<file path="src/rtl/dircc_stream_address_router.sv">
// Ingress demultiplexer: steers each network packet to the local tile, the forward
// port, or both, based on its header beat. Routes stay locked from sop to eop.
module dircc_stream_address_router #(
  parameter bit          BROADCAST_EN   = 1'b1,
  parameter logic [31:0] BROADCAST_ADDR = 32'hFFFFFFFF,
  parameter int          DROP_CNT_WIDTH = 16
) (
  input  logic                      clk_routing_clk,
  input  logic                      reset_routing_reset_n,
  input  logic [31:0]               address_address,

  input  logic                      net_in_valid,
  input  logic [31:0]               net_in_data,
  input  logic                      net_in_startofpacket,
  input  logic                      net_in_endofpacket,
  input  logic [1:0]                net_in_empty,
  output logic                      net_in_ready,

  output logic                      local_out_valid,
  output logic [31:0]               local_out_data,
  output logic                      local_out_startofpacket,
  output logic                      local_out_endofpacket,
  output logic [1:0]                local_out_empty,
  input  logic                      local_out_ready,

  output logic                      fwd_out_valid,
  output logic [31:0]               fwd_out_data,
  output logic                      fwd_out_startofpacket,
  output logic                      fwd_out_endofpacket,
  output logic [1:0]                fwd_out_empty,
  input  logic                      fwd_out_ready,

  output logic [DROP_CNT_WIDTH-1:0] drop_count
);

  typedef enum logic [1:0] {
    IDLE     = 2'd0,
    TO_LOCAL = 2'd1,
    TO_FWD   = 2'd2,
    TO_BOTH  = 2'd3
  } state_t;

  typedef enum logic [1:0] {
    R_DROP  = 2'd0,
    R_LOCAL = 2'd1,
    R_FWD   = 2'd2,
    R_BOTH  = 2'd3
  } route_t;

  state_t                    state_q, state_d;
  logic [DROP_CNT_WIDTH-1:0] drop_q, drop_d;

  route_t hdr_route;
  route_t route;
  state_t hdr_state;
  logic   local_valid;
  logic   fwd_valid;
  logic   in_ready;
  logic   accept;
  logic   drop_inc;

  // Payload is shared by both outputs; only the handshake is steered.
  assign local_out_data          = net_in_data;
  assign local_out_startofpacket = net_in_startofpacket;
  assign local_out_endofpacket   = net_in_endofpacket;
  assign local_out_empty         = net_in_empty;
  assign fwd_out_data            = net_in_data;
  assign fwd_out_startofpacket   = net_in_startofpacket;
  assign fwd_out_endofpacket     = net_in_endofpacket;
  assign fwd_out_empty           = net_in_empty;

  always_comb begin
    if (BROADCAST_EN && (net_in_data == BROADCAST_ADDR)) begin
      hdr_route = R_BOTH;
      hdr_state = TO_BOTH;
    end else if (net_in_data == address_address) begin
      hdr_route = R_LOCAL;
      hdr_state = TO_LOCAL;
    end else begin
      hdr_route = R_FWD;
      hdr_state = TO_FWD;
    end
  end

  // In IDLE the header is classified on the fly; a non-sop beat has nowhere to go.
  always_comb begin
    route = R_DROP;
    case (state_q)
      IDLE:     route = net_in_startofpacket ? hdr_route : R_DROP;
      TO_LOCAL: route = R_LOCAL;
      TO_FWD:   route = R_FWD;
      TO_BOTH:  route = R_BOTH;
      default:  route = R_DROP;
    endcase
  end

  always_comb begin
    local_valid = 1'b0;
    fwd_valid   = 1'b0;
    in_ready    = 1'b0;
    case (route)
      R_DROP: begin
        in_ready = 1'b1;
      end
      R_LOCAL: begin
        local_valid = net_in_valid;
        in_ready    = local_out_ready;
      end
      R_FWD: begin
        fwd_valid = net_in_valid;
        in_ready  = fwd_out_ready;
      end
      R_BOTH: begin
        // Cross-qualified valids keep the two copies in lockstep.
        local_valid = net_in_valid && fwd_out_ready;
        fwd_valid   = net_in_valid && local_out_ready;
        in_ready    = local_out_ready && fwd_out_ready;
      end
      default: begin
        in_ready = 1'b1;
      end
    endcase
  end

  assign local_out_valid = local_valid && reset_routing_reset_n;
  assign fwd_out_valid   = fwd_valid && reset_routing_reset_n;
  assign net_in_ready    = in_ready && reset_routing_reset_n;

  assign accept   = net_in_valid && net_in_ready;
  assign drop_inc = accept && (route == R_DROP);

  always_comb begin
    state_d = state_q;
    case (state_q)
      IDLE: begin
        if (accept && net_in_startofpacket && !net_in_endofpacket) begin
          state_d = hdr_state;
        end
      end
      TO_LOCAL, TO_FWD, TO_BOTH: begin
        if (accept && net_in_endofpacket) begin
          state_d = IDLE;
        end
      end
      default: state_d = IDLE;
    endcase
  end

  always_comb begin
    drop_d = drop_q;
    if (drop_inc && (drop_q != {DROP_CNT_WIDTH{1'b1}})) begin
      drop_d = drop_q + DROP_CNT_WIDTH'(1);
    end
  end

  always_ff @(posedge clk_routing_clk or negedge reset_routing_reset_n) begin
    if (!reset_routing_reset_n) begin
      state_q <= IDLE;
      drop_q  <= '0;
    end else begin
      state_q <= state_d;
      drop_q  <= drop_d;
    end
  end

  assign drop_count = drop_q;

endmodule

</file>
<file path="config.mk">
export PLATFORM = sky130hd
export DESIGN_NAME = dircc_stream_address_router
export DESIGN_NICKNAME = d
export VERILOG_FILES = /design/src/rtl/dircc_stream_address_router.sv
export SDC_FILE = /design/constraint.sdc
export NUM_CORES = 1
export LEC_CHECK = 0
export BUFFER_PORTS_ARGS = -buffer_cell sky130_fd_sc_hd__buf_2
export CAP_MARGIN = 30
export CORE_UTILIZATION = 35
export DETAILED_ROUTE_END_ITERATION = 10
export PLACE_DENSITY_LB_ADDON = 0.3
export SYNTH_ARGS = -nofsm -noshare
export SYNTH_HDL_FRONTEND = slang
export SYNTH_SLANG_ARGS = --single-unit
</file>
<file path="constraint.sdc">
create_clock -name clk_routing_clk -period 2.25 [get_ports clk_routing_clk]
set_input_delay 0 -clock clk_routing_clk [delete_from_list [all_inputs] [get_ports clk_routing_clk]]
set_output_delay 0 -clock clk_routing_clk [all_outputs]
set_load 0.02 [all_outputs]
</file>
; ---- Word level (Yosys, flattened, before mapping)
; Cells that the tools add are included.
[totals]
regBits = 18
latchBits = 0
ramBits = 0
rom_bits = 0
input_bits = 73
out_inout_bits = 91
elab_cells = 41
n_memories = 0
[op_classes]
addsub = 1
n_mul = 0
div = 0
magnitude_cmp = 0
eq_ne = 11
shift = 0
mux = 10
n_bitwise = 0
n_reduce_logical = 17
[ops]
columns = cell, count
row1 = $eq 32x32->1, 1
row2 = $eq 32x32->1 const B, 1
row3 = $add 16x1->16 const B, 1
row4 = $ne 16x16->1 const B, 1
row5 = $logic_and 1x1->1, 12
row6 = $mux 2, 5
row7 = $eq 2x2->1 const B, 4
row8 = $pmux 2 s4, 1
row9 = $eq 2x1->1 const B, 2
row10 = $logic_not 2->1, 2
row11 = $ne 2x2->1 const B, 2
row12 = $pmux 1 s2, 2
row13 = $pmux 1 s4, 1
row14 = $pmux 2 s2, 1
row15 = $reduce_or 3->1, 1
row16 = $reduce_and 2->1, 1
row17 = $logic_not 1->1, 1

; ---- Depth between registers and ports, before layout
; Gate-level depths: netlist (run 1).
[logic_depth]
word_depth = 13
mapped_depth = 10
mapped_depth_nobuf = 9

; ---- Worst setup path before layout (run 1)
; No wires, ideal clock.
[synth_timing]
kind = register -> register
startpoint = register drop_q[0] (netlist: drop_count[0])
endpoint = register drop_q[1] (netlist: drop_count[1])
setup_ns = 0.128
t_arrival_ns = 2.130
t_required_ns = 2.122
setup_slack_ns = -0.008
path_stages_with_launch = 10
path_buffers = 1
period_less_slack_ns = 2.258
cell_sequence = dfrtp_1 ha_1 nand3_1 nor2b_1 nand2_1 nor3_1 nor4_1 nand4_4 buf_6 mux2_1
[synth_between]
elab_chain_len = 2
elab_cells_between_ends = 3
classes_between = add/sub: 1 / eq/ne: 1 / reduce/logical: 1
[synth_rtl]
columns = element, line_no
row1 = start: declaration, 51  ; logic [DROP_CNT_WIDTH-1:0] drop_q, drop_d;
row2 = start signal: assignment, 162  ; drop_q <= drop_d;
row3 = branches (longest 2 deep; another with $add 16x1->16), -
; Parallel ways; which one is timed is not known.
; A chain may end at the register's enable or synchronous reset.

; ---- Worst setup path in the final report (run 1)
[layout_timing]
startpoint = input net_in_data[25]
endpoint = output local_out_valid
[layout_between]
elab_chain_len = 8
elab_cells_between_ends = 10
classes_between = eq/ne: 4 / mux: 5 / reduce/logical: 1
[layout_rtl]
columns = element, line_no
row1 = start: declaration, 13  ; input logic [31:0] net_in_data,
row2 = $eq 32x32->1, 76  ; end else if (net_in_data == address_address) begin
row3 = $mux 2, 76
row4 = $mux 2 *, 73  ; if (BROADCAST_EN && (net_in_data == BROADCAST_ADDR)) begin
row5 = $mux 2 *, 89  ; IDLE: route = net_in_startofpacket ? hdr_route : R_DROP;
row6 = $pmux 2 s4 *, 88  ; case (state_q)
row7 = $eq 2x2->1 / $eq 2x1->1 (equally long branches), 101  ; case (route)
row8 = $pmux 1 s2 *, 101
row9 = $logic_and 1x1->1 *, 125  ; assign local_out_valid = local_valid && reset_routing_reset_n;
row10 = end: declaration, 19  ; output logic local_out_valid,
; Every way passes the cells marked *; elsewhere a longest branch is shown, timed or not.

==> results of run 1 <==
[power by group]
| group | leakage, µW | internal, µW | switching [µW] |
|---|---|---|---|
| clock network | 0.0000288 | 155 | 111 |
| logic | 0.00109 | 226 | 322 |
| registers | 0.000226 | 370 | 59.8 |
[synth_stat cells, types with 3 or more instances]
master and count:
buf_4 72, xor2_1 43, dfrtp_1 18, nor4_1 12, nand2_1 9, nand4_1 9, nor2_1 6, nand3_1 5
nor3_1 5, a31oi_1 4, and3_1 4, xnor2_1 4, inv_1 3, nor3_2 3
[worst max-delay path by stage]
stage	startpoint	to
floorplan	drop_count[0]	drop_count[1]
global placement	net_in_data[25]	drop_count[12]
detailed placement	net_in_data[25]	drop_count[12]
CTS	net_in_data[25]	local_out_valid
global route	drop_count[9]	drop_count[3]
finish	net_in_data[25]	local_out_valid
[per-stage QoR]
stage                     std cells  power, µW  hold WS (ns)  TNS, ns  setup WS [ns]
after floorplan                 215      792.8       -0.2956        0         0.1295
after CTS                       391       1233     0.0002111        0        0.02608
final                           393       1245    0.00006129        0         0.1506
after global placement          385      953.0       -0.1612  -0.3186       -0.05447
after detailed placement        385      957.5       -0.1632  -0.6089        -0.1214
after global routing            393       1326     0.0001908  -0.1376       -0.03603
[registers in the layout, summed over array words and instances, names as in the netlist]
signal,count
state_q,2
drop_count,16
[per-layer routing]
layer | up-vias | share of wire (%) | global-route usage (%)
met3 | 0 | 6.5 | 3.307
met2 | 80 | 50 | 28.52
li1 | 876 | - | -
met4 | 0 | 0 | 1.852
met5 | - | 0 | 0
met1 | 798 | 43 | 20.34
[kinds of logic after synthesis]
logic type               after synthesis
buffers and inverters                 79
AND/OR/NAND/NOR                       59
XOR/XNOR                              47
flip-flops                            18
AO/OA/AOI/OAI                         10
multiplexers                           1
adder cells (fa/ha/maj)                1
[area by class of cell]
class	instances	area [µm²]
Fill cell	520	2708
Timing Repair Buffer	178	948.4
Multi-Input combinational cell	118	904.6
Sequential cell	18	450.4
Tap cell	70	87.58
Clock buffer	4	55.05
Inverter	5	18.77
[what timing repair did]
action / in CTS / in global routing
gates resized for setup: 0 / 3
hold buffers: 2 / 0
hold endpoints to repair: 20 / 0
setup endpoints to repair: 0 / 5
setup buffers: 0 / 2
[worst register-to-register path, cell delays in order, from the launching register on]
cell and delay [ns]:
dfrtp_1 0.41, nand3_1 0.15, nor3_1 0.28, nand3_1 0.15, nor3_1 0.28, nor4_2 0.09
buf_4 0.15, nand4_4 0.11, buf_4 0.16, nor2_1 0.05, xor2_1 0.14
==> summary.md, run 1 <==
| Metric | Value |
|---|---|
| Routed wire per std cell | 13.07 µm |
| Core area | 5172 µm² |
| Drt pass-1 iters | 2 |
| Synthesized cell area | 1907 µm² |
| All-Layer GR Usage | 15.97% |
| Sequential fraction of the synthesis area | 23.62% |
| Rel. slew slack | 78.58% |
| Clock Sinks | 18 |
| Total Nets Final | 398 |
| Post-Route WL | 5.135 mm |
| Worst-margin pin slew | 0.3183 ns |
| Vias | 1754 |
| Die H | 75.81 µm |
| Critical path buffer and inverter count | 5 |
| Cts bufs inserted | 3 |
| Synth Area in XOR/XNOR | 21.59% |
| Fin. max-slew vios | 0 |
| Reg-to-reg critical path startpoint | drop_count[9] |
| Main combinational cell family by area after synthesis | buffers and inverters |
| Most common cell after layout, fill and taps aside | buf_2 |
| CP most frequent cell | buf_4 |
| Critical path required time | 2.25 ns |
| R2r setup slk | 0.16 ns |
| GPL Wtd Cong | 0.7900 |
| Ranking of synthesized cells by area | buf_4 28%, dfrtp_1 24%, xor2_1 20% |
| CP startpoint kind | input pin |
| Multiplexer share of the synthesized area | 0.5906% |
| P per Cell Area | 505.1 nW/µm² |
| Mapped Cells | 215 |
| P&R area growth vs syn | 29.26% |
| Ys async rst share | 100.0% |
| WP depth | 12 |
| Total grt overflow | 0 |
| RR Endpoint | drop_count[3] |
| Fin crit share | 93.30% |
| Static Leak | 0.001346 µW |
| Top cell type's share of synthesized area | 28.35% |
| Final hold violations | 0 |
| Outcome | completed |
| Hold Crit Depth | 0 |
| CP delay by family, top | buffers and inverters |
| Critical-path cell list | buf_2 -> xor2_1 -> nor4_2 -> buf_4 -> nand4_1 -> o41a_1 -> o21bai_4 -> buf_4 -> and3_1 -> buf_4 -> o21a_1 -> buf_2 |
| Post-Synth Simple-Gate Area | 18.57% |
| Final setup vio count | 0 |
| Adder-cell share of the synthesized area | 0.6562% |
| HP Start | net_in_empty[0] |
| R2r worst-path depth | 10 |
| Area of the die | 5747 µm² |
| CP endpoint kind | primary output |
| Clk_skew | 0.002062 ns |
| Number of synthesized flops with an enable pin | 0 |
| Ports | 164 |
| Shortest period the worst path allows | 2.099 ns |
| Hold WC Path Type | input pin to primary output |
| # diodes | 0 |
| TritonCTS clock tree | yes |
| CP max stage delay | 0.39 ns |
| Post-synthesis cell type count | 30 |
| H-tree depth | 1 |
| Clk Latency, worst-skew pair | 0.25 ns |
| CP Data Arrival Time | 2.10 ns |
| Layout Utilization | 47.65% |
| Largest net degree at the start of global routing | 18 |
| FF+latch count, synth | 18 |
| DR DRC count | 0 |
| First-pass GRT wire length | 6.789 mm |
| Site Rows | 26 |
| Initial antenna violation count | 0 |
| Syn_nets | 289 |
| Setup CP Type | input pin to primary output |
| Peak Freq | 0.4763 GHz |
| Syn Area/Cell | 8.869 µm² |
| Share of layout cells above drive strength 1 | 59.13% |
| Max FO, Critical Path | 5 |
| Compound-Gate Fraction of Synth Area | 4.790% |
| Clock Tree Root | clkbuf_8 |
| Die width | 75.81 µm |
| CP max-delay cell | o41a_1 |
| PortBufs | 157 |
| Hold Path Sink | fwd_out_empty[0] |
| Max Root-Sink Buffers | 2 |
| Post-DP HPWL | 4.375 mm |
| DR vias/cell | 4.463 |
| Max cap viols | 0 |
| Synth area leader | buf_4 |
| Initial Utilization | 36.87% |
| Yosys warnings | 0 |
| Post-DP Area | 2357 µm² |
| Worst vdd ir | 633.2 µV |
| DR iter-0 viols | 20 |
| Design Area, Final | 2465 µm² |
| ANT nets after route | 0 |
| Vias in the first global route | 1481 |
| Commonest non-fill, non-tap cells in the layout | 157 x buf_2, 43 x xor2_1, 19 x buf_4 |
| Commonest register cell after synthesis | dfrtp_1 |
Power figures use the tool's default switching activity.
==> run 2: changes to the inputs <==
- ABC_AREA: unset -> 1
- CORE_UTILIZATION: 35 -> 37
==> run 2 against run 1 <==
Effect of this change:
- hold slack is essentially flat
- final cell count grew 20%
- register-to-register slack gained 0.33 ns
- final area grew 2.9%
- synthesized area grew 12%
- sequential share of layout area shrank 0.51 points
- non-clock buffer count shrank 19
- combinational power grew 0.7%
- largest cell class is now multi-input combinational cells
- sequential power shrank 3%
- clock power shrank 2%
==> summary.md, run 2 <==
| Metric | Value |
|---|---|
| DR DRC count | 0 (unchanged) |
| Total grt overflow | 0 (unchanged) |
| TritonCTS clock tree | yes |
| CP startpoint kind | flip-flop |
| HP Start | net_in_empty[0] |
| Share of layout cells above drive strength 1 | 43.47% (-16 points) |
| Post-DP HPWL | 4.125 mm (-5.7%) |
| Main combinational cell family by area after synthesis | buffers and inverters |
| Vias | 1999 (+14%) |
| Max FO, Critical Path | 8 (+3) |
| Die H | 77.84 µm (+2.7%) |
| Place WS | 0.4923 ns (+0.6136 ns) |
| Max cap viols | 0 (unchanged) |
| Area of the die | 6059 µm² (+5.4%) |
| Most frequent cells after synthesis | 87 x nand2_1, 72 x buf_4, 32 x inv_1 |
| Fin crit share | 78.05% (-15 points) |
| Critical path required time | 2.43 ns (+0.18 ns) |
| Commonest non-fill, non-tap cells in the layout | 157 x buf_2, 87 x nand2_1, 32 x inv_1 |
| Hold Path Sink | local_out_empty[0] |
| GPL Wtd Cong | 0.7871 (-0.37%) |
| Post-CTS setup buffer count | 0 (unchanged) |
| Vias in the first global route | 1770 (+20%) |
| Final hold violations | 0 (unchanged) |
| Ranking of synthesized cells by area | buf_4 25%, dfrtp_1 21%, nand2_1 15% |
| H-tree depth | 1 (unchanged) |
| Final setup vio count | 0 (unchanged) |
| Outcome | completed |
| CP Data Arrival Time | 1.94 ns (-0.16 ns) |
| Max reg flops | 16 (unchanged) |
| Ys async rst share | 100.0% (unchanged) |
| CP endpoint kind | flip-flop |
| PortBufs | 157 (unchanged) |
| All-Layer GR Usage | 15.51% (-0.46 points) |
| P per Cell Area | 484.4 nW/µm² (-4.1%) |
| ANT nets after route | 0 (unchanged) |
| Syn Area/Cell | 6.933 µm² (-22%) |
| Synth Area in XOR/XNOR | 15.64% (-6.0 points) |
| Post-synthesis cell type count | 27 (-10%) |
| Adder-cell share of the synthesized area | 0.5879% (-0.068 points) |
| Layout Utilization | 45.78% (-1.9 points) |
| Design Area, Final | 2536 µm² (+2.9%) |
| Largest net degree at the start of global routing | 21 (+3) |
| Clk Latency, worst-skew pair | 0.25 ns (about the same) |
| Drt pass-1 iters | 4 (+2) |
| First-pass GRT wire length | 7.534 mm (+11%) |
| FF+latch count, synth | 18 (unchanged) |
| Most common cell after layout, fill and taps aside | buf_2 |
| Total Nets Final | 473 (+19%) |
| Yosys warnings | 0 (unchanged) |
| Peak Freq | 0.5694 GHz (+20%) |
| Post-DP Area | 2471 µm² (+4.8%) |
| Worst Setup Slack, final | 0.4938 ns (+0.3431 ns) |
| Worst-margin pin slew | 0.3685 ns (+0.05016 ns) |
| R2r worst-path depth | 9 (-1) |
| Initial antenna violation count | 0 (unchanged) |
| Ports | 164 (unchanged) |
| Mapped Cells | 307 (+43%) |
| R2r setup slk | 0.49 ns (+0.33 ns) |
| Synth area leader | buf_4 |
| Rel. slew slack | 75.09% (-3.5 points) |
| Post-Route WL | 4.777 mm (-7.0%) |
| P&R area growth vs syn | 19.17% |
| Most common cell in the netlist | nand2_1 |
| Site Rows | 27 (+3.8%) |
| DR iter-0 viols | 31 (+55%) |
| Initial Utilization | 38.41% (+1.5 points) |
| Max Root-Sink Buffers | 2 (unchanged) |
| Clk_skew | 0.002683 ns (+0.0006210 ns) |
| Clock Sinks | 18 (unchanged) |
| Clock Tree Root | clkbuf_8 |
| Hold Crit Depth | 0 (unchanged) |
| Static Leak | 0.001532 µW (+14%) |
| # diodes | 0 (unchanged) |
| Sequential fraction of the synthesis area | 21.16% (-2.5 points) |
| Multiplexer share of the synthesized area | 0.5291% (-0.061 points) |
| Worst vdd ir | 431.7 µV (-32%) |
| Setup CP Type | flip-flop to flip-flop |
| Number of synthesized flops with an enable pin | 0 (unchanged) |
| Syn_nets | 381 (+32%) |
| Clock transition at path regs | 0.07 ns |
| Final setup TNS | 0 ns (unchanged) |
| RR Endpoint | drop_count[15] |
| Fin. max-slew vios | 0 (unchanged) |
| Hold WC Path Type | input pin to primary output |
| Setup repair after global routing missed its margin | no |
| Compound-Gate Fraction of Synth Area | 1.646% (-3.1 points) |
| Reg-to-reg critical path startpoint | drop_count[0] |
| Top cell type's share of synthesized area | 25.40% (-2.9 points) |
| DR vias/cell | 4.253 (-4.7%) |
| Routed wire per std cell | 10.16 µm (-22%) |
| Die width | 77.84 µm (+2.7%) |
| Cts bufs inserted | 3 (unchanged) |
| Shortest period the worst path allows | 1.756 ns (-0.3431 ns) |
| Core area | 5540 µm² (+7.1%) |
| Post-Synth Simple-Gate Area | 29.22% (+11 points) |
| Commonest register cell after synthesis | dfrtp_1 |
| Synthesized cell area | 2128 µm² (+12%) |
| PostCTS Resize Cnt | 0 (unchanged) |
[run 2: cell count changes in the layout (fill, tap and decap cells not counted), moves of 4 or more]
cell | previous run | this run
nand2_1 | 9 | 87
a31oi_1 | 4 | 0
nor4_2 | 4 | 0
a21oi_1 | 0 | 4
xor2_1 | 43 | 8
xnor2_1 | 4 | 30
nor3_1 | 5 | 1
nor4_1 | 9 | 0
and3_1 | 4 | 0
inv_1 | 3 | 32
nor2_1 | 6 | 26
buf_4 | 19 | 1
[run 2: repair_timing]
item                                   in CTS  in global routing
endpoints found under the hold margin      18                  0
setup endpoints to repair                   0                  0
hold buffers                                1                  0
[run 2: power by group]
part | internal (µW) | switching, µW | total [µW]
clock | 155 | 106 | 262
sequential | 365 | 49.1 | 415
combinational | 221 | 331 | 552
total | 742 | 486 | 1230
[run 2: critical path, stage by stage, from the launching register on]
cell,delay (ns)
dfrtp_1,0.43
ha_1,0.23
nand3_1,0.10
nor2_1,0.07
nand3b_1,0.15
nand2_4,0.11
nor3_4,0.19
nand4_2,0.14
nor2_2,0.12
xor2_1,0.15
[run 2: worst max-delay path by stage]
stage / from / cells past startpoint / to / slack, ns
2_1_floorplan: drop_count[0] / 9 / drop_count[15] / 0.54
3_3_place_gp: drop_count[0] / 9 / drop_count[15] / 0.58
3_5_place_dp: drop_count[0] / 9 / drop_count[15] / 0.49
4_1_cts: drop_count[0] / 9 / drop_count[15] / 0.47
5_1_grt: drop_count[0] / 9 / drop_count[15] / 0.29
6_report: drop_count[0] / 9 / drop_count[15] / 0.49
[run 2: cell families (layout without fill, tap and decap cells)]
logic type | Yosys count | after routing
simple gates | 138 | 138
buf+inv | 105 | 196
mux | 1 | 1
flops | 18 | 18
xor+xnor | 38 | 38
fa+ha+maj | 1 | 1
compound gates | 6 | 6
[run 2: final cells by class]
class / count / area (µm²)
fillers: 578 / 3004
inverters: 33 / 123.9
clock buffers: 4 / 55.05
flip-flops and latches: 18 / 450.4
repair buffers: 159 / 803.3
multi-input cells: 184 / 1013
well taps: 72 / 90.09
[run 2: through the flow]
step,std cells,power [µW],hold WS (ns)
after floorplan,307,839.9,-0.2956
after global placement,465,967.4,-0.001968
after detailed placement,465,977.4,0.0006632
after CTS,470,1248,0.0006632
after global routing,470,1326,0.0004468
final,470,1229,0.0005064
[run 2: metal layers]
| metal | up-vias | GRT usage [%] | share of wire [%] | wire [µm] |
|---|---|---|---|---|
| met4 | 0 | 3.396 | 0.65 | 31 |
| met5 | - | 0 | 0 | 0 |
| met1 | 867 | 17.19 | 40 | 1923 |
| li1 | 1039 | - | - | - |
| met3 | 5 | 2.706 | 6.9 | 329 |
| met2 | 88 | 30.27 | 52 | 2493 |
